File: src/rtl/matrix_operand_loader_pkg.sv
// rtl/matrix_operand_loader_pkg.sv - shared constants and types for the matrix operand loader
package matload_pkg;

  localparam int MATLOAD_FRAME_LEN = 8;
  localparam int MATLOAD_DATA_W    = 8;

  localparam logic [2:0] IDX_A11 = 3'd0;
  localparam logic [2:0] IDX_A12 = 3'd1;
  localparam logic [2:0] IDX_A21 = 3'd2;
  localparam logic [2:0] IDX_A22 = 3'd3;
  localparam logic [2:0] IDX_B11 = 3'd4;
  localparam logic [2:0] IDX_B12 = 3'd5;
  localparam logic [2:0] IDX_B21 = 3'd6;
  localparam logic [2:0] IDX_B22 = 3'd7;

  typedef struct packed {
    logic [MATLOAD_FRAME_LEN-1:0][MATLOAD_DATA_W-1:0] elem;
    logic                                             relu;
    logic                                             full;
  } matload_slot_t;

  typedef enum logic {RD_IDLE, RD_PRESENT} rd_state_t;

endpackage

File: src/rtl/matrix_operand_loader_if.sv
// rtl/matrix_operand_loader_if.sv - operand byte stream with valid/ready handshake
interface matrix_operand_loader_if #(parameter int DATA_W = 8) ();
  logic              in_valid;
  logic              in_ready;
  logic [DATA_W-1:0] in_data;
  logic              in_last;
  logic              in_relu;

  modport master (output in_valid, in_data, in_last, in_relu, input in_ready);
  modport slave  (input in_valid, in_data, in_last, in_relu, output in_ready);
endinterface

File: src/rtl/matrix_operand_loader_slot.sv
// rtl/matrix_operand_loader_slot.sv - one frame store: 8 elements, relu flag and full bit
module matload_slot
  import matload_pkg::*;
#(
  parameter int DATA_W = 8
) (
  input  logic                                     clk,
  input  logic                                     rst,
  input  logic                                     wrEn,
  input  logic [2:0]                               wrIdx,
  input  logic [DATA_W-1:0]                        wrData,
  input  logic                                     wrRelu,
  input  logic                                     setFull,
  input  logic                                     clrFull,
  output logic [MATLOAD_FRAME_LEN-1:0][DATA_W-1:0] elem,
  output logic                                     relu,
  output logic                                     full
);

  always_ff @(posedge clk) begin
    if (rst) begin
      elem <= '0;
      relu <= 1'b0;
      full <= 1'b0;
    end else begin
      if (wrEn) begin
        elem[wrIdx] <= wrData;
        if (wrIdx == IDX_A11) relu <= wrRelu;
      end
      if (setFull)      full <= 1'b1;
      else if (clrFull) full <= 1'b0;
    end
  end

endmodule

File: src/rtl/matrix_operand_loader.sv
// rtl/matrix_operand_loader.sv - ping-pong frame loader feeding riscv_block operands
// Optional ack watchdog enabled by defining MATLOAD_WDOG_EN.
module matrix_operand_loader
  import matload_pkg::*;
#(
  parameter int DATA_W = 8
`ifdef MATLOAD_WDOG_EN
  , parameter int WDOG_CYCLES = 1024
`endif
) (
  input  logic                clk,
  input  logic                rst,
  matrix_operand_loader_if.slave s,
  output logic [DATA_W-1:0]   matrixA_11,
  output logic [DATA_W-1:0]   matrixA_12,
  output logic [DATA_W-1:0]   matrixA_21,
  output logic [DATA_W-1:0]   matrixA_22,
  output logic [DATA_W-1:0]   matrixB_11,
  output logic [DATA_W-1:0]   matrixB_12,
  output logic [DATA_W-1:0]   matrixB_21,
  output logic [DATA_W-1:0]   matrixB_22,
  output logic                ReLU,
  output logic                mat_valid,
  input  logic                mat_ack,
  output logic                frame_err,
  output logic [15:0]         frame_cnt
`ifdef MATLOAD_WDOG_EN
  , output logic              wdog_trip
`endif
);

  typedef logic [MATLOAD_FRAME_LEN-1:0][DATA_W-1:0] frame_t;

  logic       wp, rp;
  logic [2:0] byteIdx;
  logic [1:0] full, fullNow, slotRelu;
  frame_t     slotElem [2];
  frame_t     frameNow [2];
  frame_t     ops;
  rd_state_t  state, nextState;
  logic       accept, lastIdx, commit, discard, ack, loadOps, loadSel;

  assign s.in_ready = !rst && !full[wp];
  assign accept     = s.in_valid && s.in_ready;
  assign lastIdx    = (byteIdx == IDX_B22);
  assign commit     = accept && lastIdx && s.in_last;
  assign discard    = accept && (s.in_last != lastIdx);
  assign ack        = (state == RD_PRESENT) && mat_ack;

  for (genvar i = 0; i < 2; i++) begin : gSlot
    matload_slot #(.DATA_W(DATA_W)) uSlot (
      .clk     (clk),
      .rst     (rst),
      .wrEn    (accept && (wp == 1'(i))),
      .wrIdx   (byteIdx),
      .wrData  (s.in_data),
      .wrRelu  (s.in_relu),
      .setFull (commit && (wp == 1'(i))),
      .clrFull (ack && (rp == 1'(i))),
      .elem    (slotElem[i]),
      .relu    (slotRelu[i]),
      .full    (full[i])
    );
  end

  // A committing byte is forwarded so a fresh frame presents one cycle after its last byte.
  always_comb begin
    for (int i = 0; i < 2; i++) begin
      frameNow[i] = slotElem[i];
      fullNow[i]  = full[i];
      if (commit && (wp == 1'(i))) begin
        frameNow[i][IDX_B22] = s.in_data;
        fullNow[i]           = 1'b1;
      end
    end
  end

  always_ff @(posedge clk) begin
    if (rst) begin
      byteIdx   <= '0;
      wp        <= 1'b0;
      rp        <= 1'b0;
      frame_err <= 1'b0;
      frame_cnt <= '0;
    end else begin
      if (accept) byteIdx <= (commit || discard) ? 3'd0 : byteIdx + 3'd1;
      if (commit) wp <= !wp;
      if (ack) begin
        rp        <= !rp;
        frame_cnt <= frame_cnt + 16'd1;
      end
      frame_err <= discard;
    end
  end

  always_ff @(posedge clk) begin
    if (rst) state <= RD_IDLE;
    else     state <= nextState;
  end

  always_comb begin
    nextState = state;
    case (state)
      RD_IDLE:    if (fullNow[rp]) nextState = RD_PRESENT;
      RD_PRESENT: if (ack)         nextState = fullNow[!rp] ? RD_PRESENT : RD_IDLE;
      default:    nextState = RD_IDLE;
    endcase
  end

  always_comb begin
    loadOps = 1'b0;
    loadSel = rp;
    case (state)
      RD_IDLE:    loadOps = fullNow[rp];
      RD_PRESENT: if (ack && fullNow[!rp]) begin
        loadOps = 1'b1;
        loadSel = !rp;
      end
      default:    loadOps = 1'b0;
    endcase
  end

  assign mat_valid = (state == RD_PRESENT);

  always_ff @(posedge clk) begin
    if (rst) begin
      ops  <= '0;
      ReLU <= 1'b0;
    end else if (loadOps) begin
      ops  <= frameNow[loadSel];
      ReLU <= slotRelu[loadSel];
    end
  end

  assign matrixA_11 = ops[IDX_A11];
  assign matrixA_12 = ops[IDX_A12];
  assign matrixA_21 = ops[IDX_A21];
  assign matrixA_22 = ops[IDX_A22];
  assign matrixB_11 = ops[IDX_B11];
  assign matrixB_12 = ops[IDX_B12];
  assign matrixB_21 = ops[IDX_B21];
  assign matrixB_22 = ops[IDX_B22];

`ifdef MATLOAD_WDOG_EN
  localparam int WDOG_W = (WDOG_CYCLES > 1) ? $clog2(WDOG_CYCLES) : 1;
  logic [WDOG_W-1:0] wdogCnt;

  // Count saturates at the limit; the trip flag is sticky until reset.
  always_ff @(posedge clk) begin
    if (rst) begin
      wdogCnt   <= '0;
      wdog_trip <= 1'b0;
    end else if (mat_valid && !mat_ack) begin
      if (wdogCnt == WDOG_W'(WDOG_CYCLES - 1)) wdog_trip <= 1'b1;
      else                                    wdogCnt   <= wdogCnt + 1'b1;
    end else begin
      wdogCnt <= '0;
    end
  end
`endif

endmodule
File: src/flat_wrapper.sv
// flat-port wrapper written by rule: the top's interface ports become plain ports
module matrix_operand_loader_flat import matload_pkg::*;
#(
  parameter int DATA_W = 8

)
  (clk, rst, matrixA_11, matrixA_12, matrixA_21, matrixA_22, matrixB_11, matrixB_12, matrixB_21, matrixB_22, ReLU, mat_valid, mat_ack, frame_err, frame_cnt, s_in_valid, s_in_data, s_in_last, s_in_relu, s_in_ready);
  matrix_operand_loader_if #(.DATA_W(DATA_W)) s_i ();
  input  logic clk;
  input  logic rst;
  output logic [DATA_W-1:0] matrixA_11;
  output logic [DATA_W-1:0] matrixA_12;
  output logic [DATA_W-1:0] matrixA_21;
  output logic [DATA_W-1:0] matrixA_22;
  output logic [DATA_W-1:0] matrixB_11;
  output logic [DATA_W-1:0] matrixB_12;
  output logic [DATA_W-1:0] matrixB_21;
  output logic [DATA_W-1:0] matrixB_22;
  output logic ReLU;
  output logic mat_valid;
  input  logic mat_ack;
  output logic frame_err;
  output logic [15:0] frame_cnt;
  input wire logic [$bits(s_i.in_valid)-1:0] s_in_valid;
  input wire logic [$bits(s_i.in_data)-1:0] s_in_data;
  input wire logic [$bits(s_i.in_last)-1:0] s_in_last;
  input wire logic [$bits(s_i.in_relu)-1:0] s_in_relu;
  output wire logic [$bits(s_i.in_ready)-1:0] s_in_ready;
  assign s_i.in_valid = s_in_valid;
  assign s_i.in_data = s_in_data;
  assign s_i.in_last = s_in_last;
  assign s_i.in_relu = s_in_relu;
  assign s_in_ready = s_i.in_ready;
  matrix_operand_loader #(.DATA_W(DATA_W)) u_core (.clk(clk), .rst(rst), .s(s_i), .matrixA_11(matrixA_11), .matrixA_12(matrixA_12), .matrixA_21(matrixA_21), .matrixA_22(matrixA_22), .matrixB_11(matrixB_11), .matrixB_12(matrixB_12), .matrixB_21(matrixB_21), .matrixB_22(matrixB_22), .ReLU(ReLU), .mat_valid(mat_valid), .mat_ack(mat_ack), .frame_err(frame_err), .frame_cnt(frame_cnt));
endmodule
File: config.mk
export PLATFORM = sky130hd
export DESIGN_NAME = matrix_operand_loader_flat
export DESIGN_NICKNAME = d
export VERILOG_FILES = /design/src/rtl/matrix_operand_loader_pkg.sv /design/src/rtl/matrix_operand_loader_if.sv /design/src/rtl/matrix_operand_loader_slot.sv /design/src/rtl/matrix_operand_loader.sv /design/src/flat_wrapper.sv
export SDC_FILE = /design/constraint.sdc
export NUM_CORES = 1
export LEC_CHECK = 0
export CORE_MARGIN = 2
export CORE_UTILIZATION = 62
export DETAILED_ROUTE_END_ITERATION = 10
export PLACE_DENSITY = 0.86
export SETUP_SLACK_MARGIN = 0.3
export SLEW_MARGIN = 0
export SYNTH_ARGS = -nofsm -noshare
export SYNTH_HDL_FRONTEND = slang
export SYNTH_SLANG_ARGS = --single-unit
File: constraint.sdc
create_clock -name clk -period 3.8 [get_ports clk]
set_input_delay 0.57 -clock clk [delete_from_list [all_inputs] [get_ports clk]]
set_output_delay 0.57 -clock clk [all_outputs]
set_load 0.01 [all_outputs]
==> out/results.tsv <==
metric	value	unit
Final Hold Viols	0	
Core Area	15900	um2
crit path cell chain	ha_1, and4b_1, a21oi_2, o22ai_4, buf_12, a311oi_1	
Seq cells post-synth	220	
CTS root buf	clkbuf_16	
via count	8567	
maximum VDD drop	0.310	mV
via/cell ratio	6.67	
Placed Cells	1245	
I/O pins	98	
cell area after layout	11900	um2
Remaining Overflow, GRT	0	
register area share after synthesis	43.7	%
die area	17300	um2
# port buffers	97	
crit path max fanout	57	
diodes inserted	0	
Syn-to-layout area delta	17.4	%
Max-Cap Viols	0	
CTS resizes	0	
CP endpoint kind	flip-flop	
Non-Filler Instances	1284	
Die Span Y	132	um
Post-CTS Hold Buffers	0	
shortest period the worst path allows	3.19	ns
Synth Area in Simple Gates	14.8	%
drt pass-1 iters	5	
yosys warns	0	
critical path class	reg -> reg	
drt wl/cell	21.2	um
predominant post-synthesis flop cell	dfxtp_1	
Post-synth EDFFs	0	
top post-synthesis cells by count	dfxtp_1, nor2_1, mux2i_1	
Post-Route WL	27.2	mm
Startpoint Class	flip-flop	
status	complete, no violations	
Worst Clk Skew	0.00876	ns
area leader, netlist	dfxtp_1	
Synth Area in XOR/XNOR	1.13	%
top-count cell post-synth	dfxtp_1	
Crit path largest cell delay	0.77	ns
class of the worst hold path	reg -> reg	
Worst Tran Pin Value	1.03	ns
syn nets	1047	
slew margin rel.	31.0	%
Power Density	397	nW/um2
Post CTS Setup Buffer Count	0	
CTS buffer count	23	
Clock Path Buffers	3	
Setup Viol. Count Final	0	
Rows	46	
global-route wire length before repair	43.6	mm
Starting Density	63.5	%
f_max	313	MHz
placed inst area	11100	um2
multiplexer area fraction after synthesis	12.9	%
global placer's final weighted congestion	0.798	
Reg clk slew, reported paths	0.06	ns
compound-gate portion of the synthesized area	21.3	%
chip width	132	um
clk sink count	220	
Min Hold Slack	0.467	ns
largest net degree at the start of global routing	178	
vias in the first global route	8208	
DRC Markers	0	
Final nets	1072	
fin crit share	84.0	%
share of post-route cells with drive strength above 1	12.9	%
post-synth cell types	52	
largest family of logic cells by synthesized area	compound AO/OA/AOI/OAI gates	
CTS tree	built	
critical path arrival	3.54	ns
critical path's slowest cell	and4b_1	
DP HPWL	14.9	mm
Synth top area share	43.7	%
Mapped Cells	1029	
adder-cell area share of the yosys netlist	0.496	%
Initial DRC Count	957	
Slew Viols, Final	0	
unrepaired setup endpoints after global routing	false	
setup TNS	0	ns
H-tree levels	1	
leak pwr	0.00418	uW
initial antenna violation count	0	
Finished Core Util	74.6	%
mapped cell area	10100	um2
ys async rst share	0	%
GRT Resource Usage Total	30.3	%
final antenna-violating net count	0	
syn avg cell area	9.81	um2
top cells by area, synth	dfxtp_1, mux2i_1, nor2_1, a221oi_2, a311oi_2	
worst skew pair latency	0.51	ns
Req. time, crit path	4.15	ns
-- worst max-delay path: cells and delay by family, from the launching register on --
kind	cells	cell delay, ns
DFF	1	0.74
buffers and inverters	1	0.36
adders and majority gates	1	0.39
and+or+nand+nor	1	0.77
AOI/OAI and AO/OA	3	0.74
-- path summary, 6_finish.rpt --
kind / startpoint / endpoint / slack [ns] / cells past startpoint
min reg2reg: u_core.gSlot[1].uSlot.relu$_SDFFE_PP0P_ / u_core.gSlot[1].uSlot.relu$_SDFFE_PP0P_ / 0.47 / 2
max reg2reg: u_core.byteIdx[2]$_SDFFE_PP0N_ / u_core.matrixA_22[7]$_SDFFE_PP0P_ / 0.61 / 6
max: u_core.byteIdx[2]$_SDFFE_PP0N_ / u_core.matrixA_22[7]$_SDFFE_PP0P_ / 0.61 / 6
min: u_core.gSlot[1].uSlot.relu$_SDFFE_PP0P_ / u_core.gSlot[1].uSlot.relu$_SDFFE_PP0P_ / 0.47 / 2
-- per-layer routing --
metal  part of all wire, %  GRT usage (%)  vias up
li1                      -              -     3876
met1                    42           41.0     4205
met5                     0              0        -
met4                   2.6           10.4        0
met3                   7.8           4.40       55
met2                    47           49.9      431
-- state kept, by name (all words and copies together) (netlist names), 2 cells and up --
| register | count |
|---|---|
| u_core.matrixA_12 | 8 |
| u_core.matrixA_11 | 8 |
| u_core.matrixA_21 | 8 |
| u_core.matrixB_12 | 8 |
| u_core.matrixB_22 | 8 |
| u_core.gSlot.uSlot.elem | 128 |
| u_core.byteIdx | 3 |
| u_core.frame_cnt | 16 |
| u_core.gSlot.uSlot.relu | 2 |
| u_core.matrixB_21 | 8 |
| u_core.matrixA_22 | 8 |
| u_core.gSlot.uSlot.full | 2 |
| u_core.matrixB_11 | 8 |
-- area by class of cell --
| class | count | area [um2] |
|---|---|---|
| sequential | 220 | 4400 |
| tap | 216 | 270 |
| inverter | 5 | 18.8 |
| fill | 1088 | 4040 |
| timing repair buffer | 119 | 1240 |
| clock inverter | 5 | 78.8 |
| clock buffer | 34 | 677 |
| multi-input combinational | 685 | 5160 |
-- through the flow --
step / total power (uW) / setup WS, ns
floorplan: 2450 / 1.56
global placement: 2500 / 0.733
detailed placement: 2500 / 0.647
CTS: 4720 / 0.695
global route: 4830 / 0.459
finish: 4710 / 0.607
-- cells in the final DEF, fill, tap and decap left out, drive strengths merged, types with 2 or more instances in the layout --
master / instances
dfxtp: 220
and4b: 2
nor3: 6
o21a: 2
a311oi: 57
clkinv: 2
a2111oi: 8
mux2i: 129
nor2b: 12
nand3: 73
nand4: 7
or4b: 3
nor2: 145
ha: 4
a21o: 3
xor2: 12
o221ai: 8
and3: 19
inv: 6
clkbuf: 34
a221oi: 66
and4: 4
a21oi: 16
or3: 3
or4: 2
bufinv: 2
nand2: 18
o21ai: 64
o41ai: 8
clkdlybuf4s50: 96
nand2b: 2
buf: 23
-- power breakdown --
part           switching (uW)  total, uW  internal, uW
logic                    98.2        136          37.7
clock network             896       2260          1360
registers                4.28       2320          2310
total                     998       4710          3710
-- logic make-up after synthesis --
logic type,count (synthesis)
and+or+nand+nor,301
AOI/OAI and AO/OA,237
DFF,220
buffers and inverters,124
adders and majority gates,4
xor gates and xnor gates,13
muxes,130
(Power assumes the default switching activity.)
